## config.mk

```make
export PLATFORM = sky130hd
export DESIGN_NAME = parity_nibble_rx
export DESIGN_NICKNAME = d
export VERILOG_FILES = /design/src/rtl/parity_pkg.sv /design/src/rtl/xor_prefix4.sv /design/src/rtl/parity_nibble_rx.sv
export SDC_FILE = /design/constraint.sdc
export NUM_CORES = 1
export LEC_CHECK = 0
export ABC_AREA = 0
export BUFFER_PORTS_ARGS = -buffer_cell sky130_fd_sc_hd__buf_4
export CELL_PAD_IN_SITES_DETAIL_PLACEMENT = 0
export CELL_PAD_IN_SITES_GLOBAL_PLACEMENT = 1
export CORE_MARGIN = 4
export CORE_UTILIZATION = 35
export CTS_CLUSTER_DIAMETER = 40
export DETAILED_ROUTE_END_ITERATION = 6
export HOLD_SLACK_MARGIN = 0.08
export PLACE_DENSITY = 0.74
export SYNTH_ARGS = -nofsm -noshare
export SYNTH_HDL_FRONTEND = slang
export SYNTH_HIERARCHICAL = 1
export SYNTH_SLANG_ARGS = --single-unit
```

## constraint.sdc

```tcl
create_clock -name clk -period 2.9 [get_ports clk]
set_input_delay 0.29 -clock clk [delete_from_list [all_inputs] [get_ports clk]]
set_output_delay 0.29 -clock clk [all_outputs]
set_load 0.02 [all_outputs]
```

## src/rtl/parity_pkg.sv

```systemverilog
// Shared types and sizing for the serial nibble receiver with parity check.
// Frame = FRAME_DATA_BITS data bits (LSB first) followed by one parity bit.
package parity_pkg;

    localparam int FRAME_DATA_BITS = 4;
    localparam int CNT_W           = $clog2(FRAME_DATA_BITS);

    typedef enum logic [1:0] {
        S_DATA = 2'd0,
        S_PAR  = 2'd1,
        S_HOLD = 2'd2
    } state_e;

endpackage

```

## src/rtl/xor_prefix4.sv

```systemverilog
// Combinational prefix-XOR over a 4-bit nibble: running parity after d1, d2, d3.
module xor_prefix4 (
    input  logic [3:0] d,
    output logic [2:0] p
);

    // Each term is written out in full to keep the vector free of self-reference.
    assign p[0] = d[0] ^ d[1];
    assign p[1] = d[0] ^ d[1] ^ d[2];
    assign p[2] = d[0] ^ d[1] ^ d[2] ^ d[3];

endmodule

```

## src/rtl/parity_nibble_rx.sv

```systemverilog
// Serial nibble receiver: collects 4 data bits and a parity bit, then holds the
// frame with a parity-error flag until the consumer handshakes it away.
module parity_nibble_rx
    import parity_pkg::*;
#(
    parameter bit PARITY_ODD = 1'b0
) (
    input  logic                       clk,
    input  logic                       rst,
    input  logic                       in_valid,
    input  logic                       in_bit,
    output logic                       in_ready,
    output logic                       out_valid,
    input  logic                       out_ready,
    output logic [FRAME_DATA_BITS-1:0] out_data,
    output logic [2:0]                 out_prefix,
    output logic                       out_err
);

    localparam logic [CNT_W-1:0] CNT_LAST = CNT_W'(FRAME_DATA_BITS - 1);

    state_e                     state_q, state_d;
    logic [CNT_W-1:0]           cnt_q, cnt_d;
    logic                       acc_q, acc_d;
    logic [FRAME_DATA_BITS-1:0] data_q, data_d;
    logic                       err_q, err_d;
    logic                       accept;

    // State register; reset wins over any simultaneous handshake.
    always_ff @(posedge clk) begin
        if (rst) begin
            state_q <= S_DATA;
            cnt_q   <= '0;
            acc_q   <= 1'b0;
            data_q  <= '0;
            err_q   <= 1'b0;
        end else begin
            state_q <= state_d;
            cnt_q   <= cnt_d;
            acc_q   <= acc_d;
            data_q  <= data_d;
            err_q   <= err_d;
        end
    end

    assign accept = in_valid && in_ready;

    // Next-state logic
    always_comb begin
        state_d = state_q;
        case (state_q)
            S_DATA:  if (accept && cnt_q == CNT_LAST) state_d = S_PAR;
            S_PAR:   if (accept) state_d = S_HOLD;
            S_HOLD:  if (out_ready) state_d = S_DATA;
            default: state_d = S_DATA;
        endcase
    end

    // Datapath updates; idle cycles leave everything untouched.
    always_comb begin
        cnt_d  = cnt_q;
        acc_d  = acc_q;
        data_d = data_q;
        err_d  = err_q;
        case (state_q)
            S_DATA: begin
                if (accept) begin
                    data_d[cnt_q] = in_bit;
                    acc_d         = acc_q ^ in_bit;
                    cnt_d         = (cnt_q == CNT_LAST) ? '0 : cnt_q + 1'b1;
                end
            end
            S_PAR: begin
                if (accept) err_d = acc_q ^ in_bit ^ PARITY_ODD;
            end
            S_HOLD: begin
                if (out_ready) acc_d = 1'b0;
            end
            default: ;
        endcase
    end

    // Output logic: in_ready only returns the cycle after the hold handshake.
    always_comb begin
        in_ready  = (state_q != S_HOLD);
        out_valid = (state_q == S_HOLD);
        out_data  = data_q;
        out_err   = err_q;
    end

    xor_prefix4 u_prefix (
        .d (data_q),
        .p (out_prefix)
    );

endmodule

```

# [Yosys cells after proc, flatten, opt, wreduce, memory -nomap -nowiden]
# Index checks and enable logic that the tools add are counted.
# Widths: inputs -> output; s select.
[word_totals] rom_bits=0 latch_bits=0 ram_bits=0 word_cells=40 output_inout_bits=10 in_bits=5 register_bits=10 memories=0
[classes] n_mux=11 n_shift=0 order_cmp=2 bitwise=4 mul=0 div_mod_pow=0 n_eq_ne=8 n_reduce_logical=9 addsub=1
[ops] operator="$mux 2" n=4
[ops] operator="$ne 2x2->1 const B" n=4
[ops] operator="$pmux 2 s3" n=1
[ops] operator="$reduce_and 3->1" n=2
[ops] operator="$bwmux 4" n=1
[ops] operator="$eq 2x2->1 const B" n=2
[ops] operator="$reduce_and 2->1" n=2
[ops] operator="$xor 1x1->1" n=4
[ops] operator="$logic_and 1x1->1" n=3
[ops] operator="$lt 2x3->1 const B" n=1
[ops] operator="$mux 1" n=3
[ops] operator="$add 2x1->2 const B" n=1
[ops] operator="$demux 1 s2" n=1
[ops] operator="$eq 2x1->1 const B" n=1
[ops] operator="$ge 2x1->1 const B" n=1
[ops] operator="$logic_not 2->1" n=1
[ops] operator="$ne 2x1->1 const B" n=1
[ops] operator="$pmux 1 s2" n=1
[ops] operator="$reduce_bool 2->1" n=1

# [Depth between registers and ports, before layout]
# Gate-level depths: netlist of the first run.
[depth] word_depth=5 ltp_mapped=4 mapped_depth_nobuf=4

# [Hierarchy]
# The synthesis of the first run kept the hierarchy.
[modules_own_cells] module="parity_nibble_rx" cells_per_inst=52 area_each_um2=530.5 seq_area_each_um2=200.2 n_inst=1
[modules_own_cells] module="xor_prefix4" cells_per_inst=4 area_each_um2=42.5 seq_area_each_um2=0.0 n_inst=1

# [Worst setup path after synthesis of the first run]
# Ideal clock, no wire load.
[synth_timing] path_kind="register to output" startpoint="register data_q[1] (netlist: out_data[1])" endpoint="output port out_prefix[1]" path_slack_ps=1371 required_time_ps=2610 n_path_buf=0 path_stages_with_launch=3 arrival_ps=1239 path_cell_list="dfxtp_1 -> xor2_2 -> xor2_1"
[synth_between] elab_chain_cells=2
[synth_rtl] element="start, declared" line_no="parity_nibble_rx.sv:25" rtl="logic [FRAME_DATA_BITS-1:0] data_q, data_d;"
[synth_rtl] element="start signal, assigned" line_no="parity_nibble_rx.sv:41" rtl="data_q <= data_d;"
[synth_rtl] element="$xor 1x1->1"
[synth_rtl] element="via out_prefix[0]" line_no="parity_nibble_rx.sv:16" rtl="output logic [2:0] out_prefix,"
[synth_rtl] element="$xor 1x1->1" line_no="xor_prefix4.sv:9" rtl="assign p[1] = d[0] ^ d[1] ^ d[2];"
[synth_rtl] element="end, declared" line_no="parity_nibble_rx.sv:16"
# The timed path passes the listed nets, and every way through them passes these cells.

# [Worst setup path in the final report of the first run]
[layout_timing] startpoint="register state_q[0]" endpoint="register acc_q"
[layout_between] elab_chain_cells=4 elab_cells_between_ends=9 classes_between="eq/ne (4); mux (1); reduce/logical (4)"
[layout_rtl] element="start, declared" line_no="parity_nibble_rx.sv:22" rtl="state_e state_q, state_d;"
[layout_rtl] element="start signal, assigned" line_no="parity_nibble_rx.sv:38" rtl="state_q <= state_d;"
[layout_rtl] element="$ne 2x2->1" line_no="parity_nibble_rx.sv:85" rtl="in_ready = (state_q != S_HOLD);"
[layout_rtl] element="$logic_and 1x1->1" line_no="parity_nibble_rx.sv:46" rtl="assign accept = in_valid && in_ready;"
[layout_rtl] element="$ne 2x2->1 (no line)"
[layout_rtl] element="$reduce_and 3->1 (no line)"
[layout_rtl] element="end signal, assigned" line_no="parity_nibble_rx.sv:34" rtl="acc_q <= 1'b0;"
[layout_rtl] element="end signal, assigned" line_no="parity_nibble_rx.sv:40" rtl="acc_q <= acc_d;"
[layout_rtl] element="end, declared" line_no="parity_nibble_rx.sv:24" rtl="logic acc_q, acc_d;"
# Several ways; a longest one is shown, not always the timed one.
# A chain may end at the register's enable or synchronous reset.

==> key figures, run 1 <==
Worst setup path
  • Largest stage delay, worst path: 0.72 ns
  • Kind of critical path: register to register
  • Crit path DAT: about 1.7 ns
  • Crit-path slowest cell: nor3b_2
  • Crit path buf inv count: 0
  • Crit path capture type: register
  • CP Max Fanout: 12
  • Required @ worst endpoint: slightly above 3 ns
  • Crit-path cells: nor3b_2, a221o_2, o31ai_2
  • Worst setup SP type: register
  • Top delay family on crit path: simple AND/OR/NAND/NOR gates

Clock network
  • Longest Clk Path Bufs: 2
  • Total setup buffers inserted after CTS: 0
  • TritonCTS buffer count: 3
  • Hold_buf cts: 0
  • Worst skew pair latency: 0.25 ns
  • Htree depth: 1
  • Post_cts resized: 0
  • CTS clock-pin slew for the worst setup and hold paths: 0.06 ns
  • CTS tree: built
  • CTS Sinks: 10
  • Clk root buf: clkbuf_4

Job
  • Maxcap violations: 0

Route
  • Via count: 414
  • DR iter-0 viols: 3
  • Remaining antenna violation count: 0
  • Met2 wire length: 437 um
  • 1st-pass router iterations: 2
  • DRC errors left: 0
  • Met3 routed WL: about 62 um
  • WL final: 995 um
  • Routed len/inst: 11.6 um
  • Routed length on met1: 477 um
  • Vias per cell: 4.81
  • Top sig layer: met4

Final layout
  • Register area: 200 um2
  • Nets: around 80
  • P&R area growth vs syn: 22.3%
  • # diodes: 0
  • Most common cell after layout, fill and taps aside: buf_4
  • Area occupied by multi-input gates: 342 um2
  • Commonest cells after routing, fill and taps aside: 14 x buf_4, 10 x dfxtp_1
  • Layout cells sized above 1: 0.386
  • Fillers: 161

Global routing
  • First-pass GRT wire length: 1690 um
  • Largest net degree at the start of global routing: 13
  • Overflow left after global routing: 0
  • Number of global-route vias before repair: approximately 380
  • Antenna violations before repair: 0
  • Gr usage total: 0.0892

Timing
  • Final min period: 1.53 ns
  • Pins Over Slew Limit: 0
  • Clk_skew: 0.00304 ns
  • Relative slew slack: 0.418
  • Fmax: 653 MHz
  • Final setup violation count: 0
  • Worst Tran Pin Value: slightly below 0.9 ns
  • Period utilisation layout: 0.528
  • Hold Fails Final Rpt: 0
  • Setup TNS: 0 ns
  • RSZ-0062 raised after global routing: no

Logic synthesis
  • Sequential share of the synthesized area: 0.349
  • Unique masters post-synth: 24
  • Mux cell area share after synthesis: 0.0699
  • Flops & latches, synth: 10
  • Yosys warning total: 6
  • Syn nets: 65
  • Main combinational cell family by area after synthesis: compound AO/OA/AOI/OAI gates
  • Post-Synth Adder-Cell Area: 0.0873
  • Post-Syn Area: about 570 um2
  • Post-Synth XOR/XNOR Area: 0.0895
  • Compound-Gate Fraction of Synth Area: 0.181
  • Mean post-synth cell area: ~10 um2
  • Post-Synth Simple-Gate Area: 0.168
  • Mapped Cells: 56

Floorplan
  • Initial Utilization: 0.376
  • IO Count: 15
  • Core Rows: 14
  • Die width: 48.5 um
  • Total die area: 2350 um2
  • Die Y: roughly 48 um
  • Core area: 1520 um2

Min path
  • Hold Path Class: input pin to register

Power and ir drop
  • Pwr Density: 437 nW/um2
  • Leak pwr: 0.320 nW
  • Peak supply drop: 240 uV
  • Post-layout power: approximately 0.3 mW

Placed design
  • Post-DP HPWL: approximately 770 um
  • GPL Wtd Cong: 0.650
  • IO Port Bufs: 14

Run status
  • Status: completed
==> worst paths after layout <==
check / from / endpoint / slack (ns) / depth (start not counted)
worst min register to register: state_q[1]$_SDFFE_PP0P_ / state_q[0]$_SDFFE_PP0P_ / 0.48 / 1
worst min-delay path: rst / out_data[3]$_SDFFE_PP0P_ / 0.29 / 2
worst max register to register: state_q[0]$_SDFFE_PP0P_ / acc_q$_SDFFE_PP0P_ / 1.37 / 3
worst max-delay path: state_q[0]$_SDFFE_PP0P_ / acc_q$_SDFFE_PP0P_ / 1.37 / 3
==> worst register-to-register path, cell delays in order, from the launching register on <==
cell     delay (ns)
dfxtp_1        0.35
nor3b_2        0.72
a221o_2        0.30
o31ai_2        0.06
==> layer usage <==
layer / vias to the layer above / global-route usage
met1: 186 / 0.115
met4: 0 / 0.0404
met5: - / 0
li1: 217 / -
met3: 2 / 0.0368
met2: 9 / 0.128
==> synth_stat cells <==
cell / instances / area (um2)
xor2_2: 1 / 16.3
ha_1: 4 / 50.1
nor2b_1: 3 / 18.8
clkbuf_2: 1 / 5.00
a21oi_2: 4 / 35.0
nor2_1: 4 / 15.0
nor3b_2: 1 / 12.5
a221o_2: 1 / 11.3
mux2i_1: 4 / 40.0
a21bo_1: 3 / 30.0
nand3_1: 4 / 20.0
inv_1: 3 / 11.3
nand2b_1: 1 / 6.26
xor2_1: 2 / 17.5
o21ai_0: 1 / 5.00
buf_6: 1 / 11.3
a21bo_2: 1 / 10.0
nand2_4: 1 / 11.3
dfxtp_1: 10 / 200
o31ai_2: 1 / 12.5
clkbuf_1: 1 / 3.75
nand3b_1: 1 / 7.51
nor3_1: 1 / 5.00
xnor2_1: 2 / 17.5
==> state kept, by name (all words and copies together), names as in the netlist <==
signal / count
cnt_q: 2
out_err: 1
out_data: 4
state_q: 2
acc_q: 1
==> layout make-up <==
| class | instances | share of cell area |
|---|---|---|
| repair buffers | 14 | 0.150 |
| flip-flops and latches | 10 | 0.286 |
| well taps | 16 | 0.0286 |
| multi-input cells | 40 | 0.488 |
| clock buffers | 3 | 0.0321 |
| inverters | 3 | 0.0161 |
==> stage by stage <==
stage                     instance area (um2)  setup slack [ns]  hold WS (ns)  utilization  cells
after floorplan                           573              1.37         0.450            -     56
after global placement                    678              1.38         0.477        0.445     83
after detailed placement                  678              1.34         0.477        0.445     83
after CTS                                 701              1.36         0.284        0.460     86
after global routing                      701              1.27         0.290        0.460     86
final                                     701              1.37         0.294        0.460     86
==> report_power, final <==
| part | internal, mW | leakage, nW | total [mW] | switching [mW] |
|---|---|---|---|---|
| Sequential | 0.144 | 0.0814 | 0.150 | 0.00686 |
| Combinational | 0.0302 | 0.225 | 0.0656 | 0.0354 |
| Clock | 0.0477 | 0.0138 | 0.0904 | 0.0427 |
| Total | 0.221 | 0.320 | 0.306 | 0.0850 |
==> cell families after synthesis <==
logic type                 after synthesis
buffers and inverters                    6
and+or+nand+nor                         16
xor gates and xnor gates                 5
adders and majority gates                4
muxes                                    4
DFF                                     10
AOI/OAI and AO/OA                       11
No activity file was read; power rests on OpenSTA's default activity.
==> run 2: changes to the inputs <==
Settings changed: ABC_AREA 0 to 1, CORE_UTILIZATION 35 to 32, PLACE_DENSITY 0.74 to 0.75.
Clock period 2.9 ns to 1.4 ns, I/O delays scaled along.
==> run 2 against run 1 <==
Effect of this change:
- non-clock buffer count grew 1
- clock skew shrank 0.0019 ns
- wire length grew 32%
- utilization shrank 4.0 points
- sequential share of layout area shrank 4.0 points
- cell count grew 67%
- clock-buffer cell count is the same
- first-iteration DRC count grew to 3.3 times the previous value
- die area grew 21%
- worst hold slack lost 0.16 ns
- register-to-register slack lost 1.0 ns
- combinational power grew to 3.0 times the previous value
- critical path type is now register to primary output
- critical endpoint is now out_prefix[2]
==> key figures, run 2 <==
Timing
  • Fmax: ~780 MHz
  • Hold Worst Slack: 0.133 ns (-0.161 ns)
  • Final min period: 1.29 ns
  • RSZ-0062 raised after global routing: no
  • Relative slew slack: 0.825 (+0.407)
  • Post-route setup slack: 0.111 ns (-1.26 ns)
  • Hold Fails Final Rpt: 0 (unchanged)
  • Pins Over Slew Limit: 0 (unchanged)
  • Period utilisation layout: 0.921
  • Worst Tran Pin Value: 0.262 ns (-0.607 ns)
  • Final setup violation count: 0 (unchanged)
  • Clk_skew: 0.00116 ns (-0.00188 ns)
  • Setup TNS: 0 ns (unchanged)

Route
  • Vias per cell: 4.28 (-11%)
  • Via count: 616 (+49%)
  • Met3 routed WL: 63 um (+1.6%)
  • 1st-pass router iterations: 4 (+2)
  • Met2 wire length: 626 um (+43%)
  • DR iter-0 viols: 10 (+7)
  • Routed len/inst: 9.12 um (-21%)
  • DRC errors left: 0 (unchanged)
  • Routed length on met1: 611 um (+28%)
  • WL final: 1310 um (+32%)
  • Remaining antenna violation count: 0 (unchanged)
  • Top sig layer: met4

Final layout
  • Nets: 128 (+58%)
  • Commonest cells after routing, fill and taps aside: 25 x nand2_1, 22 x inv_1, 14 x buf_4
  • Max reg flops: 4 (unchanged)
  • Area occupied by multi-input gates: 359 um2 (+5.1%)
  • Most common cell after layout, fill and taps aside: nand2_1
  • # diodes: 0 (unchanged)
  • Layout cells sized above 1: 0.256 (-0.129)
  • Fillers: 228 (+42%)
  • P&R area growth vs syn: 25.3%
  • Register area: 203 um2 (+1.2%)
  • Post-route non-filler standard cell count: 144 (+67%)

Floorplan
  • IO Count: 15 (unchanged)
  • Total die area: 2840 um2 (+21%)
  • Initial Utilization: 0.335 (-0.0412)
  • Die Y: 53.3 um (+10%)
  • Core area: 1960 um2 (+29%)
  • Die width: 53.3 um (+10%)
  • Core Rows: 16 (+2)

Worst setup path
  • R2R Path End: cnt_q[1]$_SDFFE_PP0P_
  • Kind of critical path: register to primary output
  • R2R Setup Slk: 0.36 ns (-1.01 ns)
  • R2R Path Start: cnt_q[0]$_SDFFE_PP0P_
  • Largest stage delay, worst path: 0.36 ns (-0.36 ns)
  • Worst R2R Path Depth: 4 (+1)
  • Worst setup SP type: register
  • CP Max Fanout: 5 (-7)
  • Required @ worst endpoint: 1.26 ns (-1.78 ns)
  • Crit-path slowest cell: dfxtp_2
  • Crit path buf inv count: 2 (+2)
  • Crit path DAT: 1.15 ns (-0.53 ns)
  • Crit-path cells: inv_1, nand2_1, nand3_1, nand3_1, nand2_1, buf_4
  • Crit path capture type: primary output
  • Top delay family on crit path: flip-flops

Logic synthesis
  • Synth top area cells: dfxtp_1 30%, nand2_1 14%, inv_1 13%
  • Number of flops mapped to enable cells by yosys: 0 (unchanged)
  • Sequential share of the synthesized area: 0.305 (-0.0446)
  • Synth top cells by count: 25 x nand2_1, 22 x inv_1, 10 x dfxtp_1, 10 x nor2_1, 7 x nand3_1
  • Synth async-reset ratio: 0 (unchanged)
  • Mean post-synth cell area: 6.57 um2 (-36%)
  • Syn nets: 109 (+68%)
  • Share of the synthesized area in the top cell type: 0.305 (-0.0446)
  • Post-Syn Area: 657 um2 (+15%)
  • Most frequent cell after synthesis: nand2_1
  • Flops & latches, synth: 10 (unchanged)
  • Mapped Cells: 100 (+79%)
  • Synth area leader: dfxtp_1
  • Unique masters post-synth: 16 (-33%)
  • Top FF cell, synth: dfxtp_1
  • Yosys warning total: 6 (unchanged)

Placed design
  • Pre-CTS setup slack: 0.345 ns (-0.991 ns)
  • Inst Count DP: 140 (+69%)
  • IO Port Bufs: 14 (unchanged)
  • Post-DP HPWL: 1030 um (+34%)
  • GPL Wtd Cong: 0.723 (+11%)

Global routing
  • Largest net degree at the start of global routing: 12 (-1)
  • First-pass GRT wire length: 2390 um (+42%)
  • Number of global-route vias before repair: 596 (+56%)
  • Overflow left after global routing: 0 (unchanged)
  • Gr usage total: 0.117 (+0.0278)
  • Antenna violations before repair: 0 (unchanged)

Power and ir drop
  • Leak pwr: 0.413 nW (+29%)
  • Pwr Density: 871 nW/um2 (+99%)
  • Peak supply drop: 709 uV (+200%)

Clock network
  • CTS tree: built
  • Worst skew pair latency: 0.26 ns (about the same)
  • CTS Sinks: 10 (unchanged)
  • Htree depth: 1 (unchanged)
  • CTS clock-pin slew for the worst setup and hold paths: 0.06 ns (about the same)
  • Clk root buf: clkbuf_4
  • Longest Clk Path Bufs: 2 (unchanged)
  • TritonCTS buffer count: 3 (unchanged)

Min path
  • Hold Path Depth: 4 (+2)
  • Hold Path Origin: out_ready
  • Hold Path Class: input pin to register
  • WHS Endpoint: state_q[1]$_SDFFE_PP0P_

Job
  • Maxcap violations: 0 (unchanged)

Run status
  • Status: completed
[run 2: cell types whose count changed after synthesis, moves of 3 or more]
cell     previous run  this run
nand4_1             0         4
inv_1               3        22
a21oi_2             4         0
a21oi_1             0         3
mux2i_1             4         0
a21bo_1             3         0
nor2_1              4        10
nand3_1             4         7
nand3_2             0         5
nand2_1             0        25
nor2b_1             3         0
[run 2: repair_timing]
item / 4_1_cts / 5_1_grt
gates resized for setup: 0 / 2
setup endpoints to repair: 0 / 1
endpoints found under the hold margin: 2 / 0
setup buffers: 0 / 0
hold buffers: 1 / 0
[run 2: through the flow]
| step | instance area [um2] | utilization | power [mW] |
|---|---|---|---|
| floorplan | 657 | - | 0.457 |
| global route | 823 | 0.420 | 0.768 |
| detailed placement | 788 | 0.402 | 0.523 |
| global placement | 788 | 0.402 | 0.520 |
| finish | 823 | 0.420 | 0.717 |
| CTS | 821 | 0.418 | 0.730 |
[run 2: power breakdown]
part | internal, mW | switching (mW) | total [mW]
logic | 0.0821 | 0.116 | 0.198
registers | 0.302 | 0.0184 | 0.321
clock network | 0.0994 | 0.0982 | 0.198
total | 0.484 | 0.233 | 0.717
[run 2: cell type report]
cell class,instances,area share
multi-input combinational,65,0.436
inverter,24,0.109
timing repair buffer,15,0.140
tap,27,0.0410
clock buffer,3,0.0274
sequential,10,0.246
[run 2: tightest hold or removal path, stage by stage]
cell and delay (ns):
buf_4 0.08, inv_1 0.03, nand2_1 0.05, a21oi_1 0.05
[run 2: metal layers]
layer / track usage / up-vias
met3: 0.0620 / 2
met5: 0 / -
met1: 0.134 / 265
met4: 0.0340 / 0
met2: 0.186 / 9
li1: - / 340
[run 2: worst max path at each step]
| stage | from | end | cells past startpoint |
|---|---|---|---|
| 6_report | out_data[0]$_SDFFE_PP0P_ | out_prefix[2] | 6 |
| 5_1_grt | out_data[0]$_SDFFE_PP0P_ | out_prefix[2] | 6 |
| 4_1_cts | out_data[1]$_SDFFE_PP0P_ | out_prefix[2] | 6 |
| 3_5_place_dp | out_data[1]$_SDFFE_PP0P_ | out_prefix[2] | 6 |
| 3_3_place_gp | out_data[1]$_SDFFE_PP0P_ | out_prefix[2] | 6 |
| 2_1_floorplan | out_data[0]$_SDFFE_PP0P_ | out_prefix[2] | 5 |
[run 2: cell families after synthesis]
family,count (synthesis),synth area share
AO/OA/AOI/OAI,5,0.0381
flip-flops,10,0.305
AND/OR/NAND/NOR,56,0.432
buffers and inverters,25,0.149
adder cells (fa/ha/maj),4,0.0762
